--- src/rtl/flag_pkg.sv ---
`default_nettype none
// =============================================================================
// flag_pkg : FLAGS bit positions, writable mask, flag-control ops, Jcc codes
// Revision : 1.0
// =============================================================================
package flag_pkg;

    localparam int CF_B = 0;
    localparam int PF_B = 2;
    localparam int AF_B = 4;
    localparam int ZF_B = 6;
    localparam int SF_B = 7;
    localparam int TF_B = 8;
    localparam int IF_B = 9;
    localparam int DF_B = 10;
    localparam int OF_B = 11;

    localparam logic [15:0] WRITABLE_MASK = 16'h0FD5;
    localparam logic [15:0] TRAP_CLR_MASK = 16'h0300;

    typedef enum logic [2:0] {
        FOP_NOP = 3'd0,
        FOP_CLC = 3'd1,
        FOP_STC = 3'd2,
        FOP_CMC = 3'd3,
        FOP_CLD = 3'd4,
        FOP_STD = 3'd5,
        FOP_CLI = 3'd6,
        FOP_STI = 3'd7
    } flag_op_e;

    typedef enum logic [3:0] {
        CC_O  = 4'h0, CC_NO = 4'h1, CC_B  = 4'h2, CC_AE = 4'h3,
        CC_E  = 4'h4, CC_NE = 4'h5, CC_BE = 4'h6, CC_A  = 4'h7,
        CC_S  = 4'h8, CC_NS = 4'h9, CC_P  = 4'hA, CC_NP = 4'hB,
        CC_L  = 4'hC, CC_GE = 4'hD, CC_LE = 4'hE, CC_G  = 4'hF
    } cond_code_e;

    typedef enum logic [0:0] {
        TRAP_IDLE = 1'b0,
        TRAP_PEND = 1'b1
    } trap_state_e;

endpackage
`default_nettype wire

--- src/rtl/flag_cond_eval.sv ---
`default_nettype none
// =============================================================================
// flag_cond_eval : combinational Jcc predicate; odd codes negate the even one
// Revision : 1.0
// =============================================================================
module flag_cond_eval
    import flag_pkg::*;
(
    input  logic [15:0] flags,
    input  logic [3:0]  cond_code,
    output logic        taken
);

    logic w_base;
    logic w_unused;

    assign w_unused = ^{flags[15:12], flags[10:8], flags[5:3], flags[1]};

    always_comb begin
        w_base = 1'b0;
        case (cond_code[3:1])
            3'd0: w_base = flags[OF_B];
            3'd1: w_base = flags[CF_B];
            3'd2: w_base = flags[ZF_B];
            3'd3: w_base = flags[CF_B] | flags[ZF_B];
            3'd4: w_base = flags[SF_B];
            3'd5: w_base = flags[PF_B];
            3'd6: w_base = flags[SF_B] ^ flags[OF_B];
            3'd7: w_base = flags[ZF_B] | (flags[SF_B] ^ flags[OF_B]);
            default: w_base = 1'b0;
        endcase
    end

    assign taken = w_base ^ cond_code[0];

endmodule
`default_nettype wire

--- src/rtl/flag_reg_unit.sv ---
`default_nettype none
// =============================================================================
// flag_reg_unit : architectural FLAGS register, single-step trap FSM, Jcc eval
// Revision : 1.0
// =============================================================================
module flag_reg_unit
    import flag_pkg::*;
#(
    parameter logic [15:0] RESET_FLAGS = 16'h0000
) (
    input  logic        clk,
    input  logic        rst,
    input  logic [15:0] alu_flag,
    input  logic        alu_we,
    input  logic [15:0] alu_mask,
    input  logic [15:0] bus_data,
    input  logic        bus_we,
    input  logic [2:0]  flag_op,
    input  logic        cond_req,
    input  logic [3:0]  cond_code,
    output logic        cond_valid,
    output logic        cond_taken,
    input  logic        instr_done,
    output logic        trap_req,
    input  logic        trap_ack,
    output logic [15:0] flags
);

    localparam logic [0:0] ST_IDLE = TRAP_IDLE;
    localparam logic [0:0] ST_PEND = TRAP_PEND;

    logic [15:0] flags_q, flags_d;
    logic [0:0]  state_q, state_d;
    logic        cond_valid_q, cond_taken_q;
    logic        w_trap_entry;
    logic        w_taken;
    logic [15:0] w_alu_m;

    assign w_trap_entry = (state_q == ST_PEND) && trap_ack;
    assign w_alu_m      = alu_mask & WRITABLE_MASK;

    // Single winner per cycle; lower-priority sources are dropped, not merged.
    always_comb begin
        flags_d = flags_q;
        if (w_trap_entry) begin
            flags_d = flags_q & ~TRAP_CLR_MASK;
        end else if (bus_we) begin
            flags_d = bus_data;
        end else if (alu_we) begin
            flags_d = (flags_q & ~w_alu_m) | (alu_flag & w_alu_m);
        end else begin
            case (flag_op_e'(flag_op))
                FOP_CLC: flags_d[CF_B] = 1'b0;
                FOP_STC: flags_d[CF_B] = 1'b1;
                FOP_CMC: flags_d[CF_B] = ~flags_q[CF_B];
                FOP_CLD: flags_d[DF_B] = 1'b0;
                FOP_STD: flags_d[DF_B] = 1'b1;
                FOP_CLI: flags_d[IF_B] = 1'b0;
                FOP_STI: flags_d[IF_B] = 1'b1;
                default: flags_d = flags_q;
            endcase
        end
        flags_d = flags_d & WRITABLE_MASK;
    end

    // TF is taken from the registered value so a POPF setting TF cannot trap on its own retire.
    always_comb begin
        state_d = state_q;
        case (state_q)
            ST_IDLE: if (instr_done && flags_q[TF_B]) state_d = ST_PEND;
            ST_PEND: if (trap_ack) state_d = ST_IDLE;
            default: state_d = ST_IDLE;
        endcase
    end

    flag_cond_eval u_cond_eval (
        .flags     (flags_d),
        .cond_code (cond_code),
        .taken     (w_taken)
    );

    always_ff @(posedge clk or posedge rst) begin
        if (rst) begin
            flags_q      <= RESET_FLAGS & WRITABLE_MASK;
            state_q      <= ST_IDLE;
            cond_valid_q <= 1'b0;
            cond_taken_q <= 1'b0;
        end else begin
            flags_q      <= flags_d;
            state_q      <= state_d;
            cond_valid_q <= cond_req;
            cond_taken_q <= cond_req & w_taken;
        end
    end

    assign flags      = flags_q;
    assign trap_req   = (state_q == ST_PEND);
    assign cond_valid = cond_valid_q;
    assign cond_taken = cond_taken_q;

endmodule
`default_nettype wire

--- config.mk ---
export PLATFORM = sky130hd
export DESIGN_NAME = flag_reg_unit
export DESIGN_NICKNAME = d
export VERILOG_FILES = /design/src/rtl/flag_pkg.sv /design/src/rtl/flag_cond_eval.sv /design/src/rtl/flag_reg_unit.sv
export SDC_FILE = /design/constraint.sdc
export NUM_CORES = 1
export LEC_CHECK = 0
export ABC_CLOCK_PERIOD_IN_PS = 1900
export CAP_MARGIN = 40
export CORE_ASPECT_RATIO = 1.1
export CORE_MARGIN = 2
export CORE_UTILIZATION = 33
export DETAILED_ROUTE_END_ITERATION = 12
export GPL_TIMING_DRIVEN = 0
export PLACE_DENSITY = 0.77
export SYNTH_ARGS = -nofsm -noshare
export SYNTH_HDL_FRONTEND = slang
export SYNTH_SLANG_ARGS = --single-unit
--- constraint.sdc ---
create_clock -name clk -period 1.9 [get_ports clk]
set_input_delay 0.38 -clock clk [delete_from_list [all_inputs] [get_ports clk]]
set_output_delay 0.38 -clock clk [all_outputs]
set_load 0.02 [all_outputs]
## Yosys cells after proc, flatten, opt, wreduce, memory -nomap -nowiden

Index checks and enable logic that the tools add are counted.

- Register bits: 12
- Latch bits: 0
- Memory bits (writable): 0
- Bits in read-only memories: 0
- Word-level logic and storage cells: 53
- Memories kept: 0

- Add/sub/neg operators: 0
- Multipliers: 0
- Divide/modulo/power cells: 0
- Order comparisons: 0
- Equality and inequality tests: 14
- Shifts and indexed selects: 0
- Multiplexer cells: 10
- Bitwise gates (word level): 12
- Reduce and logical (&&, ||, !) cells: 9

Operators by type and width:

| kind | number |
|---|---|
| $mux 12 | 3 |
| $and 12x12->12 | 2 |
| $eq 3x3->1 const B | 8 |
| $eq 3x2->1 const B | 4 |
| $not 12->12 | 1 |
| $or 12x12->12 | 1 |
| $pmux 1 s8 | 1 |
| $eq 3x1->1 const B | 2 |
| $pmux 1 s2 | 3 |
| $reduce_bool 5->1 | 1 |
| $reduce_and 2->1 | 2 |
| $reduce_bool 4->1 | 1 |
| $logic_not 3->1 | 1 |
| $not 1->1 | 3 |
| $pmux 1 s3 | 1 |
| $reduce_bool 3->1 | 1 |
| $logic_and 1x1->1 | 2 |
| $mux 1 | 2 |
| $or 1x1->1 | 2 |
| $reduce_bool 2->1 | 1 |
| $xor 1x1->1 | 2 |
| $and 1x1->1 | 1 |

## Depth between registers and ports, before layout

Gate-level depths: netlist of run 1.

- Word-level depth: 11
- Mapped depth: 8

## Hierarchy

Synthesis of run 1 repeated with hierarchy kept, for this count alone.

- Cells, all modules: 96
- Area, all modules: 862.1 um^2

Modules (own cells, without submodules):

| module | instances | cells each | area an instance (um^2) | sequential area each (um^2) |
|---|---|---|---|---|
| flag_reg_unit | 1 | 84 | 783.3 | 300.3 |
| flag_cond_eval | 1 | 12 | 78.8 | 0.0 |

## Worst setup path after synthesis of run 1

OpenSTA, ideal clock, no wires.

- Kind: reg2reg
- Start point: reg state_q, in the netlist trap_req
- End point: reg cond_taken_q, in the netlist cond_taken
- Arrival: 1.664 ns
- Data required time: 1.827 ns
- Setup slack: 0.163 ns
- Cell stages (with the launch flop): 7
- Buffers on the path: 0
- Clock period less this slack: 1.737 ns
- Cells stage by stage: dfrtp_1 and2_4 o41ai_4 o2111a_1 o31ai_2 a31o_1 a21boi_2

- Word-level cells in the longest chain between the ends: 7
- Elaborated cells on any way between the ends: 8
- Classes of those cells: mux: 2; bitwise: 5; reduce/logical: 1

RTL lines:

| what | RTL line | source |
|---|---|---|
| from (decl) | flag_reg_unit.sv:33 | `logic [0:0] state_q, state_d;` |
| from (signal assigned) | flag_reg_unit.sv:90 | `state_q <= state_d;` |
| $logic_and 1x1->1 * | flag_reg_unit.sv:39 | `assign w_trap_entry = (state_q == ST_PEND) && trap_ack;` |
| $mux 12 * | flag_reg_unit.sv:45 | `if (w_trap_entry) begin` |
| $xor 1x1->1 | flag_cond_eval.sv:28, flag_cond_eval.sv:29 |  |
| $or 1x1->1 | flag_cond_eval.sv:29 | `3'd7: w_base = flags[ZF_B] \| (flags[SF_B] ^ flags[OF_B]);` |
| $pmux 1 s8 * | flag_cond_eval.sv:21 | `case (cond_code[3:1])` |
| $xor 1x1->1 * | flag_cond_eval.sv:34 | `assign taken = w_base ^ cond_code[0];` |
| $and 1x1->1 * | flag_reg_unit.sv:92 | `cond_taken_q <= cond_req & w_taken;` |
| to (signal assigned) | flag_reg_unit.sv:92 |  |
| to (decl) | flag_reg_unit.sv:34 | `logic cond_valid_q, cond_taken_q;` |

Mark *: on every way between the ends. The rest lies on a longest branch, timed or not.
A chain may end at the register's enable or synchronous reset.

## Worst setup path after layout of run 1

- Start point: in cond_code[2]
- End point: reg cond_taken_q, in the netlist cond_taken

- Word-level cells in the longest chain between the ends: 4
- Elaborated cells on any way between the ends: 11
- Classes of those cells: eq/ne: 7; mux: 1; bitwise: 2; reduce/logical: 1

RTL lines:

| what | RTL line | source |
|---|---|---|
| from (decl) | flag_reg_unit.sv:20 | `input logic [3:0] cond_code,` |
| $eq 3x3->1 (tied with other cells) | flag_cond_eval.sv:21 |  |
| $pmux 1 s8 * | flag_cond_eval.sv:21 |  |
| $xor 1x1->1 * | flag_cond_eval.sv:34 |  |
| $and 1x1->1 * | flag_reg_unit.sv:92 |  |

Marked as above.

==> results of run 1 <==
==> registers in the layout, summed over array words and instances, names as in the netlist, named ones only <==
register    flops
cond_valid      1
trap_req        1
flags           8
cond_taken      1
==> power by group through the flow <==
stage | sequential (W) | combinational [W] | clock (W)
5_1_grt | 0.000329 | 0.000469 | 0.000178
3_3_place_gp | 0.000324 | 0.000414 | 0
2_1_floorplan | 0.000365 | 0.000179 | 0
6_report | 0.000323 | 0.000440 | 0.000165
3_5_place_dp | 0.000325 | 0.000420 | 0
4_1_cts | 0.000322 | 0.000429 | 0.000167
==> cell families after synthesis <==
group	Yosys count
AO/OA/AOI/OAI	45
buffers and inverters	18
flip-flops	12
multiplexers	3
other	1
AND/OR/NAND/NOR	38
==> repair_timing <==
action,in CTS,in global routing
resized for setup,10,6
buffers inserted,1,1
pin swaps,5,5
setup endpoints to repair,1,1
hold buffers,0,0
cloned,0,1
==> metrics by stage <==
| step | total power (W) | setup TNS, ns |
|---|---|---|
| after CTS | 0.000918 | 0 |
| after detailed placement | 0.000745 | -0.814 |
| after global routing | 0.000976 | 0 |
| final | 0.000928 | 0 |
| after global placement | 0.000738 | -0.596 |
| after floorplan | 0.000545 | 0 |
==> synth_stat cells (all sizes together) <==
| library cell | n |
|---|---|
| buf | 12 |
| a32oi | 1 |
| a211oi | 3 |
| nand2 | 12 |
| a21bo | 1 |
| clkbuf | 1 |
| nand2b | 2 |
| and2 | 2 |
| a21boi | 2 |
| nor2 | 8 |
| o211ai | 2 |
| o21ai | 6 |
| o221ai | 1 |
| o41ai | 1 |
| inv | 5 |
| nand3 | 2 |
| nand4b | 1 |
| and4 | 1 |
| o31ai | 1 |
| o311a | 1 |
| conb | 1 |
| nand4 | 2 |
| a31o | 1 |
| o22ai | 1 |
| a31oi | 2 |
| mux2i | 3 |
| a41o | 1 |
| or3 | 1 |
| o22a | 2 |
| a221oi | 1 |
| a41oi | 1 |
| nor2b | 1 |
| o2111a | 1 |
| a21o | 1 |
| o32ai | 2 |
| nor3 | 4 |
| a21oi | 12 |
| a211o | 1 |
| dfrtp | 12 |
| nor3b | 2 |
==> layer usage <==
layer / GRT usage / vias to the layer above / part of all wire
li1: - / 558 / -
met4: 0.102 / 0 / 0.032
met3: 0.0248 / 9 / 0.058
met5: 0 / - / 0
met1: 0.202 / 526 / 0.38
met2: 0.334 / 48 / 0.53
==> worst max path at each step <==
| stage | from | end | cells past startpoint |
|---|---|---|---|
| 4_1_cts | bus_we | cond_taken | 8 |
| 6_report | cond_code[2] | cond_taken | 6 |
| 5_1_grt | alu_flag[7] | cond_taken | 6 |
| 2_1_floorplan | trap_req | cond_taken | 6 |
| 3_3_place_gp | bus_we | cond_taken | 7 |
| 3_5_place_dp | bus_we | cond_taken | 7 |
==> layout make-up <==
| type | count | area, um^2 | share of cell area |
|---|---|---|---|
| plain buffers | 13 | 103 | 0.0616 |
| inverters | 5 | 18.8 | 0.0113 |
| well taps | 33 | 41.3 | 0.0248 |
| repair buffers | 55 | 541 | 0.325 |
| flip-flops and latches | 12 | 300 | 0.180 |
| clock buffers | 3 | 22.5 | 0.0135 |
| multi-input cells | 93 | 639 | 0.384 |
==> qor.txt, run 1 <==
Status - finished clean
Worst Setup Path Type - in2reg
Cell-internal power - 0.000597 W
Overflow after GRT - 0
CP endpoint kind - register
CP Buf/Inv Count - 1
Crit Path Max Fanout - 6
CP max-delay cell - clkdlybuf4s50_1
Fin Hold WS - 0.426 ns
First-pass GRT wire length - 4790 um
FMAX - 0.551 GHz
Clock power share - 0.178
Vias per cell - 5.33
Vias in the first global route - 1072
Period minus WS final - 1.81 ns
Max-Slew Margin vs Limit - 0.663
Most frequent cells in the layout - clkdlybuf4s50_1, a21oi_1, dfrtp_1
IO Count - 81
Synth top area cells - dfrtp_1, a21oi_1, buf_4
Synth Area in Compound Gates - 0.363
Die Ht - 61.8 um
Synth area leader - dfrtp_1
P_sw - 0.000332 W
Post-Layout Cell Count - 214
Cells after synthesis - 117
CTS tree - done
Final Core Density - 0.589
CTS H-tree lvls - 1
CP required - 2.11 ns
Seq pwr share - 0.348
Design area - 1670 um^2
Clock sink total - 12
First-pass iteration count of the detailed router - 4
Setup ws final - 0.0867 ns
Avg Inst Size Synth - 8.58 um^2
Register area share after synthesis - 0.299
Post-Place Cells - 208
Hpwl dp - 2280 um
# fillers - 261
Most common cell after layout, fill and taps aside - clkdlybuf4s50_1
CP arrival - 2.02 ns
Pwr Density - 557 nW/um^2
Net Sw Frac - 0.357
Pins over their slew limit - 0
CP top delay family - compound AO/OA/AOI/OAI gates
Leakage power - 0.703 nW
Synth cell types - 48
Die Area - 3500 um^2
Warnings, synthesis - 0
Vias - 1141
Worst Hold Class - in2async
Post-synth top area share - 0.299
Startpoint Class - primary input
Nets - 245
Logic pwr share - 0.474
Largest family of logic cells by synthesized area - compound AO/OA/AOI/OAI gates
Area after DPL - 1590 um^2
DRC viols - 0
Routed WL - 3150 um
CP peak stage delay - 0.50 ns
Final setup fails - 0
WL/cell - 14.7 um
Final Cycle Share - 0.954
Flop2flop setup slack - 0.13 ns
Gpl congestion - 0.847
Final hold vios - 0
Ant diodes - 0
Clock transition at the registers of the reported paths - 0.08 ns
#FFs+latches synth - 12
CTS buffer count - 3
Adder-cell share of the synthesized area - 0
Largest net degree at the start of global routing - 13
Initial antenna violation count - 0
Worst R2R Start - trap_req
Core Region - 2830 um^2
Reg2reg end - cond_taken
XOR/XNOR Fraction of Synth Area - 0
GR Util All Layers - 0.180
Port Buffers - 52
Number of routed nets with antenna violations - 0
R2R depth - 7
Worst slew pin tran - 0.505 ns
Mux cell area share after synthesis - 0.0299
Mapped cell area - 1000 um^2
Die W - 56.6 um
Fraction of layout cells with a size suffix above 1 - 0.193
Post-place setup slack - -0.373 ns
Longest Clk Path Bufs - 2
CTS root buf - clkbuf_4
Area grow syn2layout - 66.0%
Simple-Gate Fraction of Synth Area - 0.190
DRT iter0 DRCs - 51
RSZ-0062 raised after global routing - false
Clk_skew - 0.00231 ns
Max-capacitance violation count - 0
Initial Utilization - 0.355
Worst VDD drop - 0.000289 V
Rows - 20
Worst path cell trace - clkdlybuf4s50_1 > or3_1 > o32ai_2 > a221oi_2 > a31o_1 > a21boi_2
Worst-Skew Late Latency - 0.28 ns
Power figures use the tool's default switching activity.
==> inputs of run 2 (changes only) <==
--- a/config.mk
+++ b/config.mk
@@ -7,11 +7,11 @@
 export LEC_CHECK = 0
 export ABC_CLOCK_PERIOD_IN_PS = 1900
 export CAP_MARGIN = 40
-export CORE_ASPECT_RATIO = 1.1
+export CORE_ASPECT_RATIO = 0.5
 export CORE_MARGIN = 2
 export CORE_UTILIZATION = 33
 export DETAILED_ROUTE_END_ITERATION = 12
-export GPL_TIMING_DRIVEN = 0
+export MAX_ROUTING_LAYER = met4
 export PLACE_DENSITY = 0.77
 export SYNTH_ARGS = -nofsm -noshare
 export SYNTH_HDL_FRONTEND = slang
==> run 2 against run 1 <==
Sequential power about the same. Critical path type unchanged. Routed wire length down 4.3%. Global-route usage increased by 0.84 points. Largest cell class unchanged. Non-clock buffer count rose by 7. Clock power is 39% higher. Cell count increased by 6.5%. Sequential share of layout area down 0.72 points.
==> qor.txt, run 2 (same netlist as run 1, synthesis figures left out) <==
Status - finished clean
Initial antenna violation count - 0
Final Cycle Share - 0.955
Rows - 14
Worst-Skew Late Latency - 0.24 ns
CTS buffer count - 3
Largest register FFs - 8
Pins over their slew limit - 0
Period minus WS final - 1.81 ns
Final setup fails - 0
Worst Hold Class - in2async
Hold_buf cts - 0
Crit Path Max Fanout - 6
Post-Layout Cell Count - 228
Gpl congestion - 0.870
Final Core Density - 0.589
Ant diodes - 0
Design area - 1730 um^2
Fraction of layout cells with a size suffix above 1 - 0.218
Seq pwr share - 0.322
CTS root buf - clkbuf_8
CTS tree - done
Vias per cell - 5.00
Logic pwr share - 0.449
IO Count - 81
Clock sink total - 12
Pwr Density - 581 nW/um^2
CP top delay family - compound AO/OA/AOI/OAI gates
CTS H-tree lvls - 1
Worst Setup Path Type - in2reg
Longest Clk Path Bufs - 2
Worst slew pin tran - 0.520 ns
GR Util All Layers - 0.188
Setup ws final - 0.0850 ns
DRT iter0 DRCs - 53
Reg2reg end - cond_taken
Vias - 1140
Hpwl dp - 2420 um
DRC viols - 0
CP peak stage delay - 0.35 ns
CP endpoint kind - register
Number of routed nets with antenna violations - 0
Die Area - 3520 um^2
Startpoint Class - primary input
Net Sw Frac - 0.329
Initial Utilization - 0.341
WL/cell - 13.2 um
Most frequent cells in the layout - clkdlybuf4s50_1, buf_4, dfrtp_1
Worst R2R Start - trap_req
Post-place setup slack - -0.391 ns
# fillers - 247
R2R depth - 7
CP max-delay cell - dlygate4sd2_1
Die W - 82.0 um
Clk_skew - 0.00253 ns
Final hold vios - 0
Die Ht - 43.0 um
Most common cell after layout, fill and taps aside - clkdlybuf4s50_1
Area of the multi-input gates - 632 um^2
CP arrival - 1.98 ns
CP required - 2.07 ns
Nets - 252
Max-capacitance violation count - 0
Total power - 0.00101 W
Port Buffers - 52
Area grow syn2layout - 72.8%
Flop2flop setup slack - 0.10 ns
Reg area - 300 um^2
First-pass iteration count of the detailed router - 4
Vias in the first global route - 1152
Worst path cell trace - dlygate4sd2_1 > nand2_2 > o41ai_4 > buf_4 > o32ai_2 > a221oi_2 > nand4_1 > a21boi_2
Clock transition at the registers of the reported paths - 0.05 ns
Largest net degree at the start of global routing - 13
Max-Slew Margin vs Limit - 0.653
Cell-internal power - 0.000677 W
Leakage power - 0.728 nW
Routed WL - 3010 um
Area after DPL - 1670 um^2
Overflow after GRT - 0
FMAX - 0.551 GHz
RSZ-0062 raised after global routing - false
Post-Place Cells - 224
First-pass GRT wire length - 4860 um
CP Buf/Inv Count - 2
Clock power share - 0.228
P_sw - 0.000331 W
Worst VDD drop - 0.000222 V
Core Region - 2940 um^2
==> run 2: what timing repair did <==
action	4_1_cts	5_1_grt
setup buffers	1	0
cloned	0	0
endpoints found under the setup margin	1	1
hold endpoints to repair	0	0
pin swaps	5	1
gates resized for setup	8	2
==> run 2: power by group through the flow <==
stage                     sequential [W]  clock [W]  combinational (W)
after CTS                       0.000324   0.000241           0.000452
after global placement          0.000325          0           0.000437
after global routing            0.000330   0.000252           0.000486
after floorplan                 0.000365          0           0.000179
final                           0.000325   0.000230           0.000453
after detailed placement        0.000327          0           0.000444
==> run 2: how the worst max path moves through the flow <==
stage | from | to | slack, ns | depth (start not counted)
floorplan | trap_req | cond_taken | 0.16 | 6
global placement | bus_we | cond_taken | -0.33 | 7
detailed placement | bus_we | cond_taken | -0.39 | 7
CTS | alu_mask[11] | cond_taken | 0.02 | 7
global route | bus_we | cond_taken | 0.002 | 9
finish | alu_we | cond_taken | 0.09 | 8
==> run 2: worst register-to-register path: cells and delay by family, from the launching register on <==
family	cells	cell delay [ns]
buffers and inverters	1	0.19
AOI/OAI and AO/OA	4	0.75
DFF	1	0.44
and+or+nand+nor	2	0.35
==> run 2: layout make-up <==
class,count,share of cell area
repair buffers,75,0.399
clock buffers,3,0.0238
well taps,40,0.0289
inverters,5,0.0108
multi-input cells,93,0.364
flip-flops and latches,12,0.173
==> run 2: metrics by stage <==
step	setup TNS, ns	hold slack [ns]
global route	0	0.560
detailed placement	-0.508	0.539
finish	0	0.470
CTS	0	0.494
floorplan	0	0.245
global placement	-0.402	0.493
==> run 2: layer usage <==
layer	up-vias	GRT usage	routed length, um
li1	570	-	-
met1	538	0.206	1240
met2	28	0.341	1580
met3	4	0.0468	159
met4	0	0.0500	34
met5	-	-	0
==> inputs of run 3 (changes only) <==
--- a/config.mk
+++ b/config.mk
@@ -5,14 +5,15 @@
 export SDC_FILE = /design/constraint.sdc
 export NUM_CORES = 1
 export LEC_CHECK = 0
+export ABC_AREA = 1
 export ABC_CLOCK_PERIOD_IN_PS = 1900
 export CAP_MARGIN = 40
 export CORE_ASPECT_RATIO = 0.5
 export CORE_MARGIN = 2
-export CORE_UTILIZATION = 33
+export CORE_UTILIZATION = 32
 export DETAILED_ROUTE_END_ITERATION = 12
 export MAX_ROUTING_LAYER = met4
-export PLACE_DENSITY = 0.77
+export PLACE_DENSITY = 0.76
 export SYNTH_ARGS = -nofsm -noshare
 export SYNTH_HDL_FRONTEND = slang
 export SYNTH_SLANG_ARGS = --single-unit
==> run 3 against run 2 <==
Routed wire length is 15% lower. Fmax grew 8.5%. Register-to-register slack better by 0.35 ns. Global-route usage shrank 2.9 points. Critical path type unchanged. Cell count up 9.6%. Clock power is essentially flat. Via count down 1.3%. Clock skew is 0.0013 ns lower. Largest cell class unchanged.
==> qor.txt, run 3 <==
Gpl congestion - 0.841
Fin Hold WS - 0.448 ns
# fillers - 291
Period minus WS final - 1.67 ns
CP endpoint kind - register
Synth cell types - 24
GR Util All Layers - 0.159
EDFF count, synth - 0
Port Buffers - 52
Status - finished clean
Initial antenna violation count - 0
Post-Place Cells - 247
DRC viols - 0
Most used cell, CP - nand2_1
Post-Layout Cell Count - 250
First-pass iteration count of the detailed router - 4
Longest Clk Path Bufs - 2
Vias per cell - 4.50
Primary FF master, synth - dfrtp_1
Die Area - 3560 um^2
Initial Utilization - 0.332
Reg area - 300 um^2
Max-capacitance violation count - 0
Startpoint Class - primary input
Most frequent cells in the layout - clkdlybuf4s50_1, nand2_1, nor2_1
Synth async-reset ratio - 1.00
Clk_skew - 0.00121 ns
CTS root buf - clkbuf_8
Worst path cell trace - clkdlybuf4s50_1 > inv_4 > nor2_1 > nor2_1 > nand2_1 > nand2_2 > nand2_1 > nand2_1 > nor2_1 > nand2_1 > nand2_1 > nand3_1 > nand2_1 > nor2_1
Final Cycle Share - 0.880
WL/cell - 10.2 um
Mapped cell area - 983 um^2
#FFs+latches synth - 12
Clock transition at the registers of the reported paths - 0.05 ns
Largest register FFs - 8
CP top delay family - simple AND/OR/NAND/NOR gates
CP peak stage delay - 0.52 ns
Setup TNS - 0 ns
Register area share after synthesis - 0.305
Worst VDD drop - 0.000320 V
Post-synth top cells - nand2_1, nor2_1, inv_1, dfrtp_1, nand3_1
Rows - 14
Ant diodes - 0
Pwr Density - 833 nW/um^2
Fraction of layout cells with a size suffix above 1 - 0.129
CTS H-tree lvls - 1
CP Buf/Inv Count - 2
Largest net degree at the start of global routing - 13
CP required - 2.03 ns
IO Count - 81
Die Ht - 43.2 um
Hpwl dp - 2200 um
Overflow after GRT - 0
Vias in the first global route - 1007
Nets - 274
Most frequent cell after synthesis - nand2_1
Most common cell after layout, fill and taps aside - clkdlybuf4s50_1
First-pass GRT wire length - 4200 um
Clock sink total - 12
Synth top area cells - dfrtp_1, nand2_1, nor2_1
Core Region - 2960 um^2
FMAX - 0.598 GHz
Vias - 1125
Crit Path Max Fanout - 11
Number of routed nets with antenna violations - 0
Cells after synthesis - 150
Area of the multi-input gates - 523 um^2
Final hold vios - 0
Warnings, synthesis - 0
RSZ-0062 raised after global routing - false
Die W - 82.4 um
Worst Setup Path Type - in2reg
CP arrival - 1.80 ns
Worst Hold Class - in2async
Area grow syn2layout - 62.1%
Total power - 0.00133 W
Leakage power - 0.777 nW
Synth area leader - dfrtp_1
Routed WL - 2550 um
Pins over their slew limit - 0
Final setup fails - 0
CTS buffer count - 3
DRT iter0 DRCs - 62
CP max-delay cell - clkdlybuf4s50_1
Final Core Density - 0.538
Worst-Skew Late Latency - 0.24 ns
Avg Inst Size Synth - 6.56 um^2
Post-synth top area share - 0.305
CTS tree - done
run 3: cell types whose count changed in the layout (fill, tap and decap cells not counted), moves of 4 or more:
| cell | previous run | this run |
|---|---|---|
| nor3_1 | 4 | 0 |
| nand3_1 | 2 | 12 |
| inv_1 | 4 | 17 |
| nor2_1 | 8 | 22 |
| dlygate4sd2_1 | 4 | 0 |
| buf_4 | 22 | 10 |
| nand2_1 | 10 | 40 |
run 3: kinds of logic after synthesis:
group                  synth area share
multiplexers                     0.0102
other                           0.00381
AND/OR/NAND/NOR                   0.369
buffers and inverters             0.186
AO/OA/AOI/OAI                     0.126
flip-flops                        0.305
run 3: area by class of cell:
type,instances,area share
timing repair buffer,62,0.375
multi-input combinational,112,0.328
sequential,12,0.188
inverter,21,0.0510
tap,40,0.0314
clock buffer,3,0.0259
run 3: through the flow:
stage | instance area, um^2 | setup slack (ns)
6_report | 1590 | 0.227
5_1_grt | 1590 | 0.0522
4_1_cts | 1590 | 0.136
3_5_place_dp | 1550 | -0.112
3_3_place_gp | 1550 | -0.0402
2_1_floorplan | 1010 | 0.401
run 3: path summary, 6_finish.rpt:
check / from / to / slack (ns) / depth (start not counted)
max: bus_we / cond_taken / 0.23 / 14
min: rst / flags[8] / 0.45 / 2
max reg2reg: trap_req / cond_taken / 0.45 / 12
min reg2reg: register / register / 0.51 / 1
max in group asynchronous: rst / flags[11] / 1.14 / 2
min in group clk: register / register / 0.51 / 1
run 3: repair_timing:
action,4_1_cts,5_1_grt
setup buffers,0,0
hold buffers,0,0
hold endpoints to repair,0,0
endpoints found under the setup margin,0,1
resized for setup,0,1
run 3: where the power goes:
group	total, W	switching (W)	internal [W]
clock network	0.000227	0.0000877	0.000139
logic	0.000708	0.000366	0.000342
registers	0.000392	0.0000588	0.000333
total	0.00133	0.000513	0.000814
run 3: metal layers:
| metal | wire, um | GRT usage | vias to the layer above | part of all wire |
|---|---|---|---|---|
| li1 | - | - | 579 | - |
| met1 | 1100 | 0.197 | 508 | 0.43 |
| met2 | 1290 | 0.271 | 33 | 0.51 |
| met3 | 140 | 0.0255 | 5 | 0.055 |
| met4 | 23 | 0.0400 | 0 | 0.0090 |
| met5 | 0 | - | - | 0 |
